==> config.mk <==
export PLATFORM = sky130hd
export DESIGN_NAME = frame18_w97_deframer
export DESIGN_NICKNAME = d
export VERILOG_FILES = /design/src/rtl/frame18_pkg.sv /design/src/rtl/frame18_gap_timer.sv /design/src/rtl/frame18_w97_deframer.sv
export SDC_FILE = /design/constraint.sdc
export NUM_CORES = 1
export LEC_CHECK = 0
export CAP_MARGIN = 10
export CORE_MARGIN = 3
export CORE_UTILIZATION = 51
export CTS_CLUSTER_DIAMETER = 200
export CTS_CLUSTER_SIZE = 25
export DETAILED_ROUTE_END_ITERATION = 16
export GPL_TIMING_DRIVEN = 0
export PLACE_DENSITY = 0.8
export SLEW_MARGIN = 10
export SYNTH_ARGS = -nofsm -noshare
export SYNTH_HDL_FRONTEND = slang
export SYNTH_HIERARCHICAL = 1
export SYNTH_SLANG_ARGS = --single-unit
==> constraint.sdc <==
create_clock -name clk -period 3.7 [get_ports clk]
set_input_delay 0.74 -clock clk [delete_from_list [all_inputs] [get_ports clk]]
set_output_delay 0.74 -clock clk [all_outputs]
set_load 0.01 [all_outputs]
==> src/rtl/frame18_pkg.sv <==
// Shared definitions for the 18-bit / 128-word frame format (generator and deframer).
package frame18_pkg;

  localparam int W       = 18;
  localparam int N_MARK  = 3;
  localparam int N_DATA  = 93;
  localparam int N_PAD   = 31;
  localparam int GAP_MAX = 64;

  localparam logic [W-1:0] MARK_WORD     = 18'h0FFFF;
  localparam logic [6:0]   IDX_DATA0     = 7'd3;
  localparam logic [6:0]   IDX_CTRL      = 7'(IDX_DATA0 + N_DATA);
  localparam logic [6:0]   IDX_DATA_LAST = IDX_CTRL - 7'd1;
  localparam logic [1:0]   MARK_LAST     = 2'(N_MARK - 1);
  localparam logic [4:0]   PAD_LAST      = 5'(N_PAD - 1);

  typedef enum logic [2:0] {
    HUNT,
    MARK,
    DATA,
    CTRL,
    PAD
  } state_e;

  // Odd parity over the full word: a good word XORs to 1.
  function automatic logic parity_ok(input logic [W-1:0] w);
    return ^w;
  endfunction

endpackage

==> src/rtl/frame18_gap_timer.sv <==
// Counts idle cycles while enabled; strobes timeout on the GAP_MAX-th consecutive idle cycle.
module frame18_gap_timer #(
  parameter int GAP_MAX = 64
) (
  input  logic clk,
  input  logic rst,
  input  logic clear,
  input  logic enable,
  output logic timeout
);

  localparam int CW = $clog2(GAP_MAX + 1);

  logic [CW-1:0] cnt_q, cnt_d;

  // cnt_q holds the number of idle cycles already seen, so the current idle cycle is cnt_q+1.
  always_comb begin
    cnt_d   = cnt_q;
    timeout = 1'b0;
    if (clear || !enable) begin
      cnt_d = '0;
    end else if (cnt_q == CW'(GAP_MAX - 1)) begin
      timeout = 1'b1;
      cnt_d   = '0;
    end else begin
      cnt_d = cnt_q + CW'(1);
    end
  end

  always_ff @(posedge clk) begin
    if (rst) cnt_q <= '0;
    else     cnt_q <= cnt_d;
  end

endmodule

==> src/rtl/frame18_w97_deframer.sv <==
// Receive-side deframer: locks on three marker words, delivers data/ctrl words and checks the pad tail.
module frame18_w97_deframer
  import frame18_pkg::*;
(
  input  logic          clk,
  input  logic          rst,
  input  logic [W-1:0]  in_word,
  input  logic          in_valid,
  output logic [15:0]   dout,
  output logic [6:0]    dout_idx,
  output logic          dout_valid,
  output logic [15:0]   ctrl_word,
  output logic          ctrl_valid,
  output logic          par_err,
  output logic          fmt_err,
  output logic          locked,
  output logic          frame_done,
  output logic [7:0]    err_cnt
);

  state_e      state_q, state_d;
  logic [1:0]  mark_cnt_q, mark_cnt_d;
  logic [6:0]  idx_q, idx_d;
  logic [4:0]  pad_cnt_q, pad_cnt_d;
  logic        frame_err_q, frame_err_d;
  logic [15:0] dout_q, dout_d;
  logic [6:0]  dout_idx_q, dout_idx_d;
  logic        dout_valid_q, dout_valid_d;
  logic [15:0] ctrl_word_q, ctrl_word_d;
  logic        ctrl_valid_q, ctrl_valid_d;
  logic        par_err_q, par_err_d;
  logic        fmt_err_q, fmt_err_d;
  logic        locked_q, locked_d;
  logic        frame_done_q, frame_done_d;
  logic [7:0]  err_cnt_q, err_cnt_d;

  logic gap_timeout;
  logic gap_enable;
  logic is_mark;
  logic par_ok;
  logic abort;
  logic finish;

  assign is_mark    = (in_word == MARK_WORD);
  assign par_ok     = parity_ok(in_word);
  assign gap_enable = (state_q == DATA) || (state_q == CTRL) || (state_q == PAD);

  frame18_gap_timer #(.GAP_MAX(GAP_MAX)) u_gap_timer (
    .clk     (clk),
    .rst     (rst),
    .clear   (in_valid),
    .enable  (gap_enable),
    .timeout (gap_timeout)
  );

  always_comb begin
    state_d      = state_q;
    mark_cnt_d   = mark_cnt_q;
    idx_d        = idx_q;
    pad_cnt_d    = pad_cnt_q;
    frame_err_d  = frame_err_q;
    dout_d       = dout_q;
    dout_idx_d   = dout_idx_q;
    dout_valid_d = 1'b0;
    ctrl_word_d  = ctrl_word_q;
    ctrl_valid_d = 1'b0;
    par_err_d    = 1'b0;
    fmt_err_d    = 1'b0;
    locked_d     = locked_q;
    frame_done_d = 1'b0;
    err_cnt_d    = err_cnt_q;
    abort        = 1'b0;
    finish       = 1'b0;

    if (gap_timeout) begin
      fmt_err_d = 1'b1;
      abort     = 1'b1;
    end else if (in_valid) begin
      case (state_q)
        HUNT: begin
          if (is_mark) begin
            state_d    = MARK;
            mark_cnt_d = 2'd1;
          end
        end
        MARK: begin
          if (!is_mark) begin
            state_d    = HUNT;
            mark_cnt_d = '0;
          end else if (mark_cnt_q == MARK_LAST) begin
            state_d     = DATA;
            mark_cnt_d  = '0;
            locked_d    = 1'b1;
            idx_d       = IDX_DATA0;
            frame_err_d = 1'b0;
          end else begin
            mark_cnt_d = mark_cnt_q + 2'd1;
          end
        end
        DATA: begin
          if (in_word[16]) begin
            dout_d       = in_word[15:0];
            dout_idx_d   = idx_q;
            dout_valid_d = 1'b1;
            par_err_d    = !par_ok;
            if (idx_q == IDX_DATA_LAST) state_d = CTRL;
            else                        idx_d   = idx_q + 7'd1;
          end else begin
            fmt_err_d = 1'b1;
            abort     = 1'b1;
          end
        end
        CTRL: begin
          // A mis-tagged control word is flagged but the frame still runs into its pad tail.
          if (!in_word[16]) begin
            ctrl_word_d  = in_word[15:0];
            ctrl_valid_d = 1'b1;
            par_err_d    = !par_ok;
          end else begin
            fmt_err_d = 1'b1;
          end
          state_d   = PAD;
          pad_cnt_d = '0;
        end
        PAD: begin
          if (in_word != '0) fmt_err_d = 1'b1;
          if (pad_cnt_q == PAD_LAST) finish    = 1'b1;
          else                       pad_cnt_d = pad_cnt_q + 5'd1;
        end
        default: state_d = HUNT;
      endcase
    end

    frame_err_d = frame_err_d | par_err_d | fmt_err_d;

    if (abort || finish) begin
      state_d    = HUNT;
      locked_d   = 1'b0;
      mark_cnt_d = '0;
    end
    frame_done_d = finish;

    // Aborts always count; completed frames count only if they carried an error.
    if ((abort || (finish && frame_err_d)) && (err_cnt_q != 8'hFF)) begin
      err_cnt_d = err_cnt_q + 8'd1;
    end
  end

  always_ff @(posedge clk) begin
    if (rst) begin
      state_q      <= HUNT;
      mark_cnt_q   <= '0;
      idx_q        <= '0;
      pad_cnt_q    <= '0;
      frame_err_q  <= 1'b0;
      dout_q       <= '0;
      dout_idx_q   <= '0;
      dout_valid_q <= 1'b0;
      ctrl_word_q  <= '0;
      ctrl_valid_q <= 1'b0;
      par_err_q    <= 1'b0;
      fmt_err_q    <= 1'b0;
      locked_q     <= 1'b0;
      frame_done_q <= 1'b0;
      err_cnt_q    <= '0;
    end else begin
      state_q      <= state_d;
      mark_cnt_q   <= mark_cnt_d;
      idx_q        <= idx_d;
      pad_cnt_q    <= pad_cnt_d;
      frame_err_q  <= frame_err_d;
      dout_q       <= dout_d;
      dout_idx_q   <= dout_idx_d;
      dout_valid_q <= dout_valid_d;
      ctrl_word_q  <= ctrl_word_d;
      ctrl_valid_q <= ctrl_valid_d;
      par_err_q    <= par_err_d;
      fmt_err_q    <= fmt_err_d;
      locked_q     <= locked_d;
      frame_done_q <= frame_done_d;
      err_cnt_q    <= err_cnt_d;
    end
  end

  assign dout       = dout_q;
  assign dout_idx   = dout_idx_q;
  assign dout_valid = dout_valid_q;
  assign ctrl_word  = ctrl_word_q;
  assign ctrl_valid = ctrl_valid_q;
  assign par_err    = par_err_q;
  assign fmt_err    = fmt_err_q;
  assign locked     = locked_q;
  assign frame_done = frame_done_q;
  assign err_cnt    = err_cnt_q;

endmodule

==> results.rst <==
.. list-table::
   :header-rows: 1

   * - Metric
     - Value
   * - Mean area per synthesized cell
     - 8.213 um^2
   * - Total iterations of the first detailed-routing run
     - 5
   * - Clock latency reported for the late side of the worst-skew pair
     - 0.34 ns
   * - Final weighted congestion of routability-driven global placement
     - 0.9489
   * - Required time of the critical path
     - 3.97 ns
   * - Proportion of power drawn by the clock network
     - 0.436
   * - Post-synth top area share
     - 0.4361
   * - Startpoint type of the worst setup path
     - flop
   * - TritonCTS Sinks
     - 78
   * - Area of combinational cells with multiple inputs
     - 1867 um^2
   * - Clock transition time at the flip-flop clock pins of the worst setup and hold paths
     - 0.08 ns
   * - Root buffer cell
     - clkbuf_8
   * - First-pass GRT wire length
     - 15.39 mm
   * - Maximum level of the CTS H-tree
     - 3
   * - Proportion of layout cells with a drive suffix above 1
     - 0.05714
   * - Floorplan row count
     - 29
   * - Number of endpoints with negative hold slack in the final report
     - 0
   * - Post-synthesis cell type count
     - 48
   * - Final hold slack
     - 0.4546 ns
   * - Die boundary height
     - 89.80 um
   * - Remaining global-route overflow
     - 0
   * - Standard cell core area
     - 6568 um^2
   * - Peak per-stage delay on the critical path
     - 0.64 ns
   * - Clock tree from TritonCTS
     - done
   * - Worst-case setup margin in the final layout
     - 0.3674 ns
   * - Remaining antenna violation count
     - 0
   * - Number of nets in the layout
     - 563
   * - Avg WL per Cell
     - 14.43 um
   * - Number of global-route vias before repair
     - 3,340
   * - All-Layer GR Usage
     - 0.2279
   * - Total setup violations reported at the end of the flow
     - 0
   * - Tightest Hold Check Type
     - flop to flop
   * - Count of final max-slew check failures
     - 0
   * - Register-to-register setup slack
     - 0.37 ns
   * - Worst slack at placement
     - 0.2555 ns
   * - Setup repair after global routing missed its margin
     - false
   * - Result of the run
     - finished clean
   * - Max-cap violation count
     - 0
   * - PD cells
     - 361.2 nW/um^2
   * - Floorplan die area
     - 8063 um^2
   * - LEAKAGE
     - 1.783 nW
   * - Synth warn
     - 6
   * - Number of hold buffers added after CTS
     - 0
   * - Initial drt markers
     - 175
   * - Highest ir drop seen on vdd
     - 0.2511 mV
   * - Worst rel slew slack
     - 0.4935
   * - Routed vias/inst
     - 5.383
   * - Maximum number of pins on one net before global-route repair
     - 13
   * - Number of top-level pins
     - 74
   * - Worst setup path class
     - flop to flop
   * - Ranking of synthesized cells by area
     - dfxtp_1 44%, a21oi_1 8.4%, ha_1 7.7%
   * - Power share of the sequential group
     - 0.498
   * - Mapped cell area
     - 3581 um^2
   * - Most common cell type on the critical path
     - nor3b_1
   * - Highest fanout seen on the critical path
     - 10
   * - Number of remaining DRC errors
     - 0
   * - Drt total wl
     - 8.916 mm
   * - Final critical-path required period
     - 3.333 ns
   * - Switching Share
     - 0.2133
   * - Post-synthesis sequential element count
     - 78
   * - Sequential element share of the synthesized area
     - 0.4361
   * - Series of cell instances along the critical path
     - buf_6 > nor3b_1 > or2_2 > nor3b_1 > nand2b_1 > nor2_1 > a21boi_0 > o21ai_1 > buf_2 > or3_1 > a21oi_1
   * - Critical Path Sink Type
     - flop
   * - Final cycle utilization of the critical path
     - 0.9007
   * - Initial core utilization
     - 0.5452
   * - Gate power share
     - 0.066
   * - Detailed Place HPWL
     - 6.780 mm
   * - Number of standard cells after synthesis
     - 436
   * - Fraction of synthesis flops using an asynchronous set or reset pin
     - 0
   * - Buffer count from post-CTS setup fixing
     - 0
   * - Worst Tran Pin Value
     - 0.7582 ns
   * - Cell-internal power
     - 1.325 mW
   * - Die width
     - 89.80 um
   * - Maximum clock frequency
     - 300.1 MHz
   * - Post-CTS Resized
     - 0
   * - TritonCTS Buffers
     - 9
   * - TNS Setup
     - 0 ns
   * - IO Port Bufs
     - 73
   * - # fillers
     - 519
   * - Count of antenna diodes in the layout
     - 0
   * - Antenna violations before repair
     - 0
   * - Area Overhead vs Synth
     - 30.19%
   * - CP Data Arrival Time
     - 3.60 ns
   * - Post-synth EDFFs
     - 0
   * - Clk_skew
     - 0.005006 ns
   * - FF+latch area
     - 1562 um^2
   * - Buffers from clock root to sink, at most
     - 2
   * - Synth Flop Type
     - dfxtp_1
   * - Leading area contributor after synthesis
     - dfxtp_1
   * - Sw Pwr
     - 0.3591 mW
   * - Critical-path cell with the highest stage delay
     - nor3b_1
   * - Total nets after synthesis
     - 479
   * - Number of vias in the routed layout
     - 3,327
metrics by stage:
stage	total power [mW]	area [um^2]	cells	utilization
3_3_place_gp	0.9665	4428	602	0.6742
5_1_grt	1.745	4662	618	0.7098
6_report	1.684	4662	618	0.7098
4_1_cts	1.697	4662	618	0.7098
3_5_place_dp	0.9695	4428	602	0.6742
2_1_floorplan	0.9210	3581	436	-
cells in the mapped netlist, types with 4 or more instances:
cell type and instances:
nand3_1 14, nor2_1 64, and3_1 8, nand4_1 5, dfxtp_1 78, ha_1 22, a31oi_1 6, clkbuf_1 15
nor3_1 6, a21oi_1 60, xnor2_1 10, or3_1 8, nand2_1 56, nand3b_1 4, inv_1 20, o21ai_0 14
xor2_1 6
critical path, delay by kind of cell, from the launching register on:
| family | cells | cell delay, ns |
|---|---|---|
| compound gates | 3 | 0.61 |
| buf+inv | 2 | 0.34 |
| simple gates | 6 | 1.98 |
| flops | 1 | 0.33 |
power by group through the flow:
stage	Combinational, mW	Sequential, mW	Clock [mW]
2_1_floorplan	0.0626	0.858	0
3_3_place_gp	0.108	0.858	0
3_5_place_dp	0.111	0.858	0
4_1_cts	0.111	0.838	0.747
5_1_grt	0.124	0.838	0.782
6_report	0.112	0.839	0.733
worst paths after layout:
path,startpoint,to,depth (start not counted)
min reg2reg,dout[0],dout[0],2
max reg2reg,state_q[2],err_cnt[2],11
min,dout[0],dout[0],2
max,state_q[2],err_cnt[2],11
state kept, by name, indices dropped and copies added, names as in the netlist:
signal,cells
ctrl_valid,1
ctrl_word,16
dout,16
dout_idx,7
dout_valid,1
err_cnt,8
fmt_err,1
frame_done,1
frame_err_q,1
idx_q,7
locked,1
mark_cnt_q,2
pad_cnt_q,5
par_err,1
state_q,3
u_gap_timer/cnt_q,7
layout make-up:
cell class / count / share of cell area
Sequential cell: 78 / 0.3349
Timing Repair Buffer: 73 / 0.1567
Tap cell: 93 / 0.02496
Multi-Input combinational cell: 320 / 0.4004
Clock buffer: 13 / 0.03623
Buffer: 18 / 0.01664
Clock inverter: 3 / 0.01396
Inverter: 20 / 0.01610
kinds of logic (layout without fill, tap and decap cells):
group           Yosys count  after routing  share of synthesized area
flops                    78             78                     0.4361
compound gates           92             92                     0.1443
simple gates            186            186                     0.2495
xor+xnor                 16             16                    0.03913
mux                       4              4                    0.01153
buf+inv                  38            127                    0.04263
fa+ha+maj                22             22                    0.07687
metal layers:
metal,up-vias,global-route usage,part of all wire
li1,1659,-,-
met1,1563,0.2766,0.44
met2,99,0.3941,0.49
met3,6,0.07179,0.064
met4,0,0.05492,0.0083
met5,-,0,0
placed cells by master, fill, tap and decap left out, types with 10 or more instances in the layout:
cell type / n
inv_1: 20
nand2_1: 56
dfxtp_1: 78
clkbuf_1: 16
clkdlybuf4s50_1: 73
xnor2_1: 10
o21ai_0: 14
nand3_1: 14
clkbuf_8: 12
ha_1: 22
nor2_1: 64
a21oi_1: 60
(Power assumes the default switching activity.)
